<file path="config.mk">
export PLATFORM = sky130hd
export DESIGN_NAME = fifo_rd_packer
export DESIGN_NICKNAME = d
export VERILOG_FILES = /design/src/rtl/fifo_rd_packer.sv
export SDC_FILE = /design/constraint.sdc
export NUM_CORES = 1
export LEC_CHECK = 0
export ABC_CLOCK_PERIOD_IN_PS = 2450
export CAP_MARGIN = 0
export CORE_ASPECT_RATIO = 2
export CORE_MARGIN = 5
export CORE_UTILIZATION = 25
export DETAILED_ROUTE_END_ITERATION = 12
export REMOVE_ABC_BUFFERS = 1
export SLEW_MARGIN = 30
export SYNTH_ARGS = -nofsm -noshare
export SYNTH_HDL_FRONTEND = slang
export SYNTH_SLANG_ARGS = --single-unit
</file>
<file path="constraint.sdc">
create_clock -name rd_clk -period 2.45 [get_ports rd_clk]
set_input_delay 0.49 -clock rd_clk [delete_from_list [all_inputs] [get_ports rd_clk]]
set_output_delay 0.49 -clock rd_clk [all_outputs]
set_load 0.01 [all_outputs]
</file>
<file path="src/rtl/fifo_rd_packer.sv">
// fifo_rd_packer
//   Read-domain consumer of the async FIFO. Drains FIFO entries whenever data
//   is available and packs PACK consecutive entries into one wide word, which
//   leaves through a valid/ready stream. A flush request forces out the
//   pending partial word (unused lanes zero) and pulses flush_done.
//
// Ports
//   rd_clk        read-domain clock, all logic on posedge
//   rstn          asynchronous active-low reset
//   fifo_empty    FIFO empty flag
//   fifo_rd_data  FIFO read data, valid one cycle after fifo_rd_en
//   fifo_rd_en    FIFO read enable (combinational, never high while empty)
//   out_valid     output word valid
//   out_ready     downstream accepts word
//   out_data      packed word, entry 0 in bits [DATA_WIDTH-1:0]
//   out_bytes     number of valid entries in out_data
//   flush         single-cycle request to emit the pending partial word
//   flush_done    one-cycle pulse when the flush completes
//   word_count    count of accepted output words, wraps
module fifo_rd_packer #(
    parameter int unsigned DATA_WIDTH = 8,
    parameter int unsigned PACK       = 4,
    parameter int unsigned CNT_WIDTH  = 16
) (
    input  logic                         rd_clk,
    input  logic                         rstn,
    input  logic                         fifo_empty,
    input  logic [DATA_WIDTH-1:0]        fifo_rd_data,
    output logic                         fifo_rd_en,
    output logic                         out_valid,
    input  logic                         out_ready,
    output logic [DATA_WIDTH*PACK-1:0]   out_data,
    output logic [$clog2(PACK+1)-1:0]    out_bytes,
    input  logic                         flush,
    output logic                         flush_done,
    output logic [CNT_WIDTH-1:0]         word_count
);

    localparam int unsigned BW = $clog2(PACK + 1);
    localparam int unsigned WW = DATA_WIDTH * PACK;
    localparam logic [BW-1:0] PACK_B = BW'(PACK);

    typedef enum logic [1:0] {
        FILL,
        DRAIN,
        EMIT
    } state_e;

    state_e          state_q, state_d;
    logic [WW-1:0]   coll_q, coll_d;
    logic [BW-1:0]   fill_cnt_q, fill_cnt_d;
    logic            inflight_q, inflight_d;
    logic            out_valid_q, out_valid_d;
    logic [WW-1:0]   out_data_q, out_data_d;
    logic [BW-1:0]   out_bytes_q, out_bytes_d;
    logic            flush_done_q, flush_done_d;
    logic [CNT_WIDTH-1:0] word_count_q, word_count_d;

    logic            out_free;
    logic [BW:0]     pend_sum;

    // Entries already held plus the one in flight must leave room in the
    // collection; reads also stop on the cycle a flush is accepted.
    assign pend_sum   = {1'b0, fill_cnt_q} + {{BW{1'b0}}, inflight_q};
    assign fifo_rd_en = rstn && (state_q == FILL) && !flush && !fifo_empty
                        && (pend_sum < {1'b0, PACK_B});

    assign out_free = !out_valid_q || out_ready;

    always_comb begin
        state_d      = state_q;
        coll_d       = coll_q;
        fill_cnt_d   = fill_cnt_q;
        inflight_d   = fifo_rd_en;
        out_valid_d  = out_valid_q;
        out_data_d   = out_data_q;
        out_bytes_d  = out_bytes_q;
        flush_done_d = 1'b0;
        word_count_d = word_count_q;

        if (out_valid_q && out_ready) begin
            word_count_d = word_count_q + CNT_WIDTH'(1);
            out_valid_d  = 1'b0;
        end

        if (inflight_q) begin
            for (int unsigned i = 0; i < PACK; i++) begin
                if (fill_cnt_q == BW'(i)) begin
                    coll_d[i*DATA_WIDTH +: DATA_WIDTH] = fifo_rd_data;
                end
            end
            fill_cnt_d = fill_cnt_q + BW'(1);
        end

        unique case (state_q)
            FILL, DRAIN: begin
                // A word completed by this cycle's capture (or held full from an
                // earlier stall) moves out as soon as the output register frees.
                if (fill_cnt_d == PACK_B && out_free) begin
                    out_valid_d = 1'b1;
                    out_data_d  = coll_d;
                    out_bytes_d = PACK_B;
                    coll_d      = '0;
                    fill_cnt_d  = '0;
                end
                if (state_q == FILL) begin
                    if (flush) begin
                        state_d = DRAIN;
                    end
                end else if (!inflight_q) begin
                    // Decide on the count left after any full-word move above.
                    if (fill_cnt_d == '0) begin
                        state_d      = FILL;
                        flush_done_d = 1'b1;
                    end else begin
                        state_d = EMIT;
                    end
                end
            end
            EMIT: begin
                if (out_free) begin
                    out_valid_d  = 1'b1;
                    out_data_d   = coll_q;
                    out_bytes_d  = fill_cnt_q;
                    coll_d       = '0;
                    fill_cnt_d   = '0;
                    flush_done_d = 1'b1;
                    state_d      = FILL;
                end
            end
            default: state_d = FILL;
        endcase
    end

    always_ff @(posedge rd_clk or negedge rstn) begin
        if (!rstn) begin
            state_q      <= FILL;
            coll_q       <= '0;
            fill_cnt_q   <= '0;
            inflight_q   <= 1'b0;
            out_valid_q  <= 1'b0;
            out_data_q   <= '0;
            out_bytes_q  <= '0;
            flush_done_q <= 1'b0;
            word_count_q <= '0;
        end else begin
            state_q      <= state_d;
            coll_q       <= coll_d;
            fill_cnt_q   <= fill_cnt_d;
            inflight_q   <= inflight_d;
            out_valid_q  <= out_valid_d;
            out_data_q   <= out_data_d;
            out_bytes_q  <= out_bytes_d;
            flush_done_q <= flush_done_d;
            word_count_q <= word_count_d;
        end
    end

    assign out_valid  = out_valid_q;
    assign out_data   = out_data_q;
    assign out_bytes  = out_bytes_q;
    assign flush_done = flush_done_q;
    assign word_count = word_count_q;

endmodule
</file>
-- Word-level counts from Yosys, hierarchy flattened
Index checks and enable logic that the tools add are counted.
- input bits: 13
- word-level logic and storage cells: 74
- output and inout port bits: 54
- register bits: 91
- add/sub/neg operators: 3
- reduce and logical (&&, ||, !) cells: 17
- muxes and demuxes: 34
- order comparisons: 1
- equal/unequal tests: 10
- operators by type and width (kind ; count):
    two-way mux 32 bit ; 5
    case mux 32 bit (2 select lines) ; 2
    two-way mux 8 bit ; 4
    two-way mux 3 bit ; 6
    adder 16 x 1 -> 16 bit, second input constant ; 1
    case mux 3 bit (2 select lines) ; 2
    two-way mux 2 bit ; 5
    two-way mux 1 bit ; 7
    equality test 3 x 2 -> 1 bit, second input constant ; 2
    logical AND 1 bit ; 6
    logical NOT 3 bit ; 2
    != test 3 bit, second input constant ; 2
    AND reduction 3 bit ; 2
    adder 3 x 1 -> 4 bit ; 1
    < comparator 4 x 3 -> 1 bit, second input constant ; 1
    != test 2 bit, second input constant ; 2
    case mux 1 bit (2 select lines) ; 2
    case mux 2 bit (2 select lines) ; 1
    adder 3 x 1 -> 3 bit, second input constant ; 1
    equality test 3 x 1 -> 1 bit, second input constant ; 1
    equality test 3 bit, second input constant ; 1
    logical NOT 1 bit ; 3
    equality test 2 x 1 -> 1 bit, second input constant ; 1
    equality test 2 bit, second input constant ; 1
    4 further kinds ; 4

-- Depth between registers and ports, before layout
- word-level depth: 11
- gate-level depth with buffers: 8

-- Worst setup path after synthesis
No wires, ideal clock.
- path kind: input to output
- start: in flush
- end: out fifo_rd_en
- path slack: 0.095 ns
- buffers on the path: 0
- stages on the path: 2
- data required time: 1.960 ns
- data arrival time: 1.865 ns
- path through: or4b_2 > a2111oi_0
- longest elaborated chain between the ends: 4
- ends and longest elaborated chain (element ; RTL line ; RTL):
    from (decl) ; 34 ; input logic flush,
    logical NOT 1 bit ; 65 ; assign fifo_rd_en = rstn && (state_q == FILL) && !flush && !fifo_empty
    logical AND 1 bit (2 in a row) ; 65 ;
    logical AND 1 bit ; 66 ; && (pend_sum < {1'b0, PACK_B});
    to (decl) ; 29 ; output logic fifo_rd_en,
No other way between the ends.

-- Worst setup path after layout
- start: reg fill_cnt_q[0]
- end: reg out_data_q[7] (netlist: out_data[7])
- longest elaborated chain between the ends: 6
- elaborated cells between the ends (all ways): 11
- ends and longest elaborated chain (element ; RTL line ; RTL):
    from (decl) ; 51 ; logic [BW-1:0] fill_cnt_q, fill_cnt_d;
    from (signal assigned) ; 149 ; fill_cnt_q <= fill_cnt_d;
    adder 3 x 1 -> 3 bit ; 92 ; fill_cnt_d = fill_cnt_q + BW'(1);
    two-way mux 3 bit ; 86 ; if (inflight_q) begin
    equality test 3 bit ; 99 ; if (fill_cnt_d == PACK_B && out_free) begin
    logical AND 1 bit ; 99 ;
    != test 2 bit (no source line) ; -- ;
    AND reduction 3 bit (no source line) ; -- ;
    to (signal assigned) ; 152 ; out_data_q <= out_data_d;
    to (decl) ; 54 ; logic [WW-1:0] out_data_q, out_data_d;
Several ways; a longest one is shown, not always the timed one. The select of a mux whose other input is x is not followed.
A chain may end at the register's enable or synchronous reset.

==> metrics.txt <==
maximum buffer depth of the clock tree 2; TNS Setup 0 ps; post-cts hold buffer count 0; reported max-cap violation count 0; xor and xnor area share after synthesis 3.14%; maximum net fanout on the critical path 29; measured slew at the worst slew-check pin 794 ps; Final GP Congestion 0.727; Slew HR 46.9%; number of H-tree levels 3; # nets final 441; synthesis-to-finish area growth 31.9%; terminus of the critical flop-to-flop path out_data[7]; CP arrival 2570 ps; total global-route track usage 9.81%; Hold Slack 163 ps; power density cells 1040 mW/mm2; data required time of the worst path 2670 ps; Std-Cell Core Area 0.0166 mm2; Worst Path Class, Setup flip-flop to flip-flop; TritonCTS clock tree done; Worst-Skew Late Latency 340 ps; clock input transition at the sequential cells of the worst setup and hold paths 70 ps; fraction of final layout cells sized beyond drive strength 1 26.8%; count of endpoints failing setup in the final report 0; sort of element at the start of the critical path flip-flop; instance count of the mapped netlist 334; antenna violation net count after detailed routing 0; I/O pin cnt 67; sequential fraction of the synthesis area 54.4%; gr ovfl total 0; Avg Vias per Cell 4.35; Non-Filler Cell Area, Final 0.00552 mm2; average routed wire per standard cell 14.6 um; final HPWL from detailed placement 6250 um; number of global-route vias before repair 2883; DRT Pass-1 Iters 4; final clock period utilization by the worst path 95.8%; run status finished clean; effective utilization at floorplan 25.2%; number of antenna diodes 0; dominant combinational cell family by area after synthesis multiplexers; worst reg2reg startpoint fill_cnt_q[0]; starting DRC count in detailed routing 128; wire length of the first global-routing pass 15100 um; Placed Area 0.00518 mm2; fin crit period 2350 ps; worst clock skew 11.4 ps; floorplan die width 102 um; largest net degree at the start of global routing 69; antenna violations before repair 0; startpoint of the worst setup timing path fill_cnt_q[0]; IO buf count 66; share of synthesized cell area in full adder, half adder and majority cells 2.09%; TritonCTS Buffers 9; per-instance average area after synthesis 12.5 um2; Row Count 67; sort of element at the end of the critical path flip-flop; fraction of the mapped netlist area in compound gates 3.29%; library cells used by synthesis 38; Final Hold Viols 0; number of sinks driven by the clock tree 91; Final Core Density 33.3%; leakage power total 2.68 nW; CTS root buf sky130_fd_sc_hd__clkbuf_16; Design Power 5.76 mW; achievable frequency 426 MHz; worst r2r path cells 8; full die area 0.0196 mm2; post-synthesis sequential element count 91; total via count in the routed design 2751; fillers 1680; portion of netlist area occupied by mux cells 24.0%; area share of and/or/nand/nor cells after synthesis 9.74%; count of final max-slew check failures 0; remaining design rule violation count 0; Netlist Area Pre-Place 0.00419 mm2; Critical path destination out_data[7]; register-to-register path setup slack 100 ps; VDD IR max 0.471 mV; sum of routed wire length over all layers 9250 um; y dimension of the die 193 um; min-delay worst type input port to async pin; yosys warns 0
## layout make-up
| type | count | area, um2 | area share (%) |
|---|---|---|---|
| sequential | 91 | 2280 | 41.2 |
| multi-input combinational | 220 | 1790 | 32.4 |
| timing repair buffer | 91 | 875 | 15.8 |
| tap | 207 | 259 | 4.69 |
| clock buffer | 10 | 239 | 4.33 |
| clock inverter | 6 | 52.6 | 0.951 |
| inverter | 8 | 30.0 | 0.544 |
## cell families (layout without fill, tap and decap cells)
| logic type | Yosys count | in the layout |
|---|---|---|
| buf+inv | 23 | 115 |
| simple gates | 88 | 88 |
| compound gates | 19 | 19 |
| xor+xnor | 15 | 15 |
| flops | 91 | 91 |
| fa+ha+maj | 7 | 7 |
| mux | 91 | 91 |
## cell usage after synthesis (all sizes together)
library cell	instances	area, um2
o21ba	1	10.0
and3	1	6.26
xnor2	10	87.6
xor2	5	43.8
and4	1	8.76
and2	1	6.26
a21oi	9	45.0
nor4	1	6.26
nand2	19	71.3
o41ai	1	27.5
nand4	2	12.5
ha	7	87.6
o311ai	1	8.76
nor3	2	10.0
or3b	1	8.76
mux2	65	732
nand3b	3	22.5
o22ai	1	6.26
nor2b	1	6.26
o22a	1	8.76
a2111oi	1	8.76
clkbuf	2	8.75
dfrtp	91	2280
o21ai	3	15.0
mux2i	26	273
nor2	35	131
or4b	1	10.0
o31ai	1	7.51
buf	13	104
nand2b	4	27.5
nand3	16	80.1
inv	8	30.0
## worst max-delay path, cell delays in order, from the launching register on
cell	delay (ps)
sky130_fd_sc_hd__dfrtp_1	440
sky130_fd_sc_hd__inv_1	90
sky130_fd_sc_hd__ha_1	330
sky130_fd_sc_hd__mux2i_4	160
sky130_fd_sc_hd__nand2b_2	120
sky130_fd_sc_hd__o41ai_4	290
sky130_fd_sc_hd__buf_4	200
sky130_fd_sc_hd__buf_8	230
sky130_fd_sc_hd__mux2_2	360
## state kept, by name, summed over array words and instances, names as in the netlist
name and flops:
coll_q 32, out_data 32, word_count 16, fill_cnt_q 3, out_bytes 3, state_q 2, flush_done 1, inflight_q 1
out_valid 1
## report_power, final
part / internal (mW) / switching [mW] / total [mW]
Clock: 0.734 / 0.625 / 1.36
Sequential: 1.91 / 0.256 / 2.16
Combinational: 1.23 / 1.00 / 2.23
## through the flow
stage | std cells | worst slack (ps)
after floorplan | 319 | -1240
after global placement | 615 | -648
after detailed placement | 615 | -665
after CTS | 631 | 36.5
after global routing | 633 | -17.2
final | 633 | 103
## per-layer routing
metal | global-route usage [%] | routed length, um
met2 | 14.8 | 4310
met1 | 13.4 | 4210
met4 | 3.69 | 176
met3 | 2.74 | 554
met5 | 0 | 0
## worst min path at each step
stage / start / end / slack [ps] / cells after the start
2_1_floorplan: rstn / coll_q[0] / 190 / 0
3_3_place_gp: word_count[15] / word_count[15] / 470 / 1
3_5_place_dp: word_count[15] / word_count[15] / 470 / 1
4_1_cts: rstn / coll_q[12] / 170 / 2
5_1_grt: rstn / out_data[1] / 180 / 2
6_report: rstn / out_data[12] / 160 / 2
## cells in the final DEF, fill, tap and decap left out, types with 2 or more instances in the layout
cell type,instances
sky130_fd_sc_hd__a21oi_1,9
sky130_fd_sc_hd__buf_4,23
sky130_fd_sc_hd__clkbuf_16,10
sky130_fd_sc_hd__clkdlybuf4s50_1,63
sky130_fd_sc_hd__clkinvlp_4,2
sky130_fd_sc_hd__dfrtp_1,91
sky130_fd_sc_hd__ha_1,7
sky130_fd_sc_hd__inv_1,8
sky130_fd_sc_hd__inv_6,3
sky130_fd_sc_hd__mux2_2,64
sky130_fd_sc_hd__mux2i_1,25
sky130_fd_sc_hd__nand2_1,19
sky130_fd_sc_hd__nand2b_1,3
sky130_fd_sc_hd__nand3_1,16
sky130_fd_sc_hd__nand3b_1,3
sky130_fd_sc_hd__nand4_1,2
sky130_fd_sc_hd__nor2_1,35
sky130_fd_sc_hd__nor3_1,2
sky130_fd_sc_hd__o21ai_0,3
sky130_fd_sc_hd__xnor2_1,10
sky130_fd_sc_hd__xor2_1,5
## what timing repair did
action,4_1_cts,5_1_grt
cloned,0,1
resized for setup,8,2
setup endpoints to repair,1,31
buffers inserted,0,1
pin swaps,1,1
No activity file was read; power rests on OpenSTA's default activity.
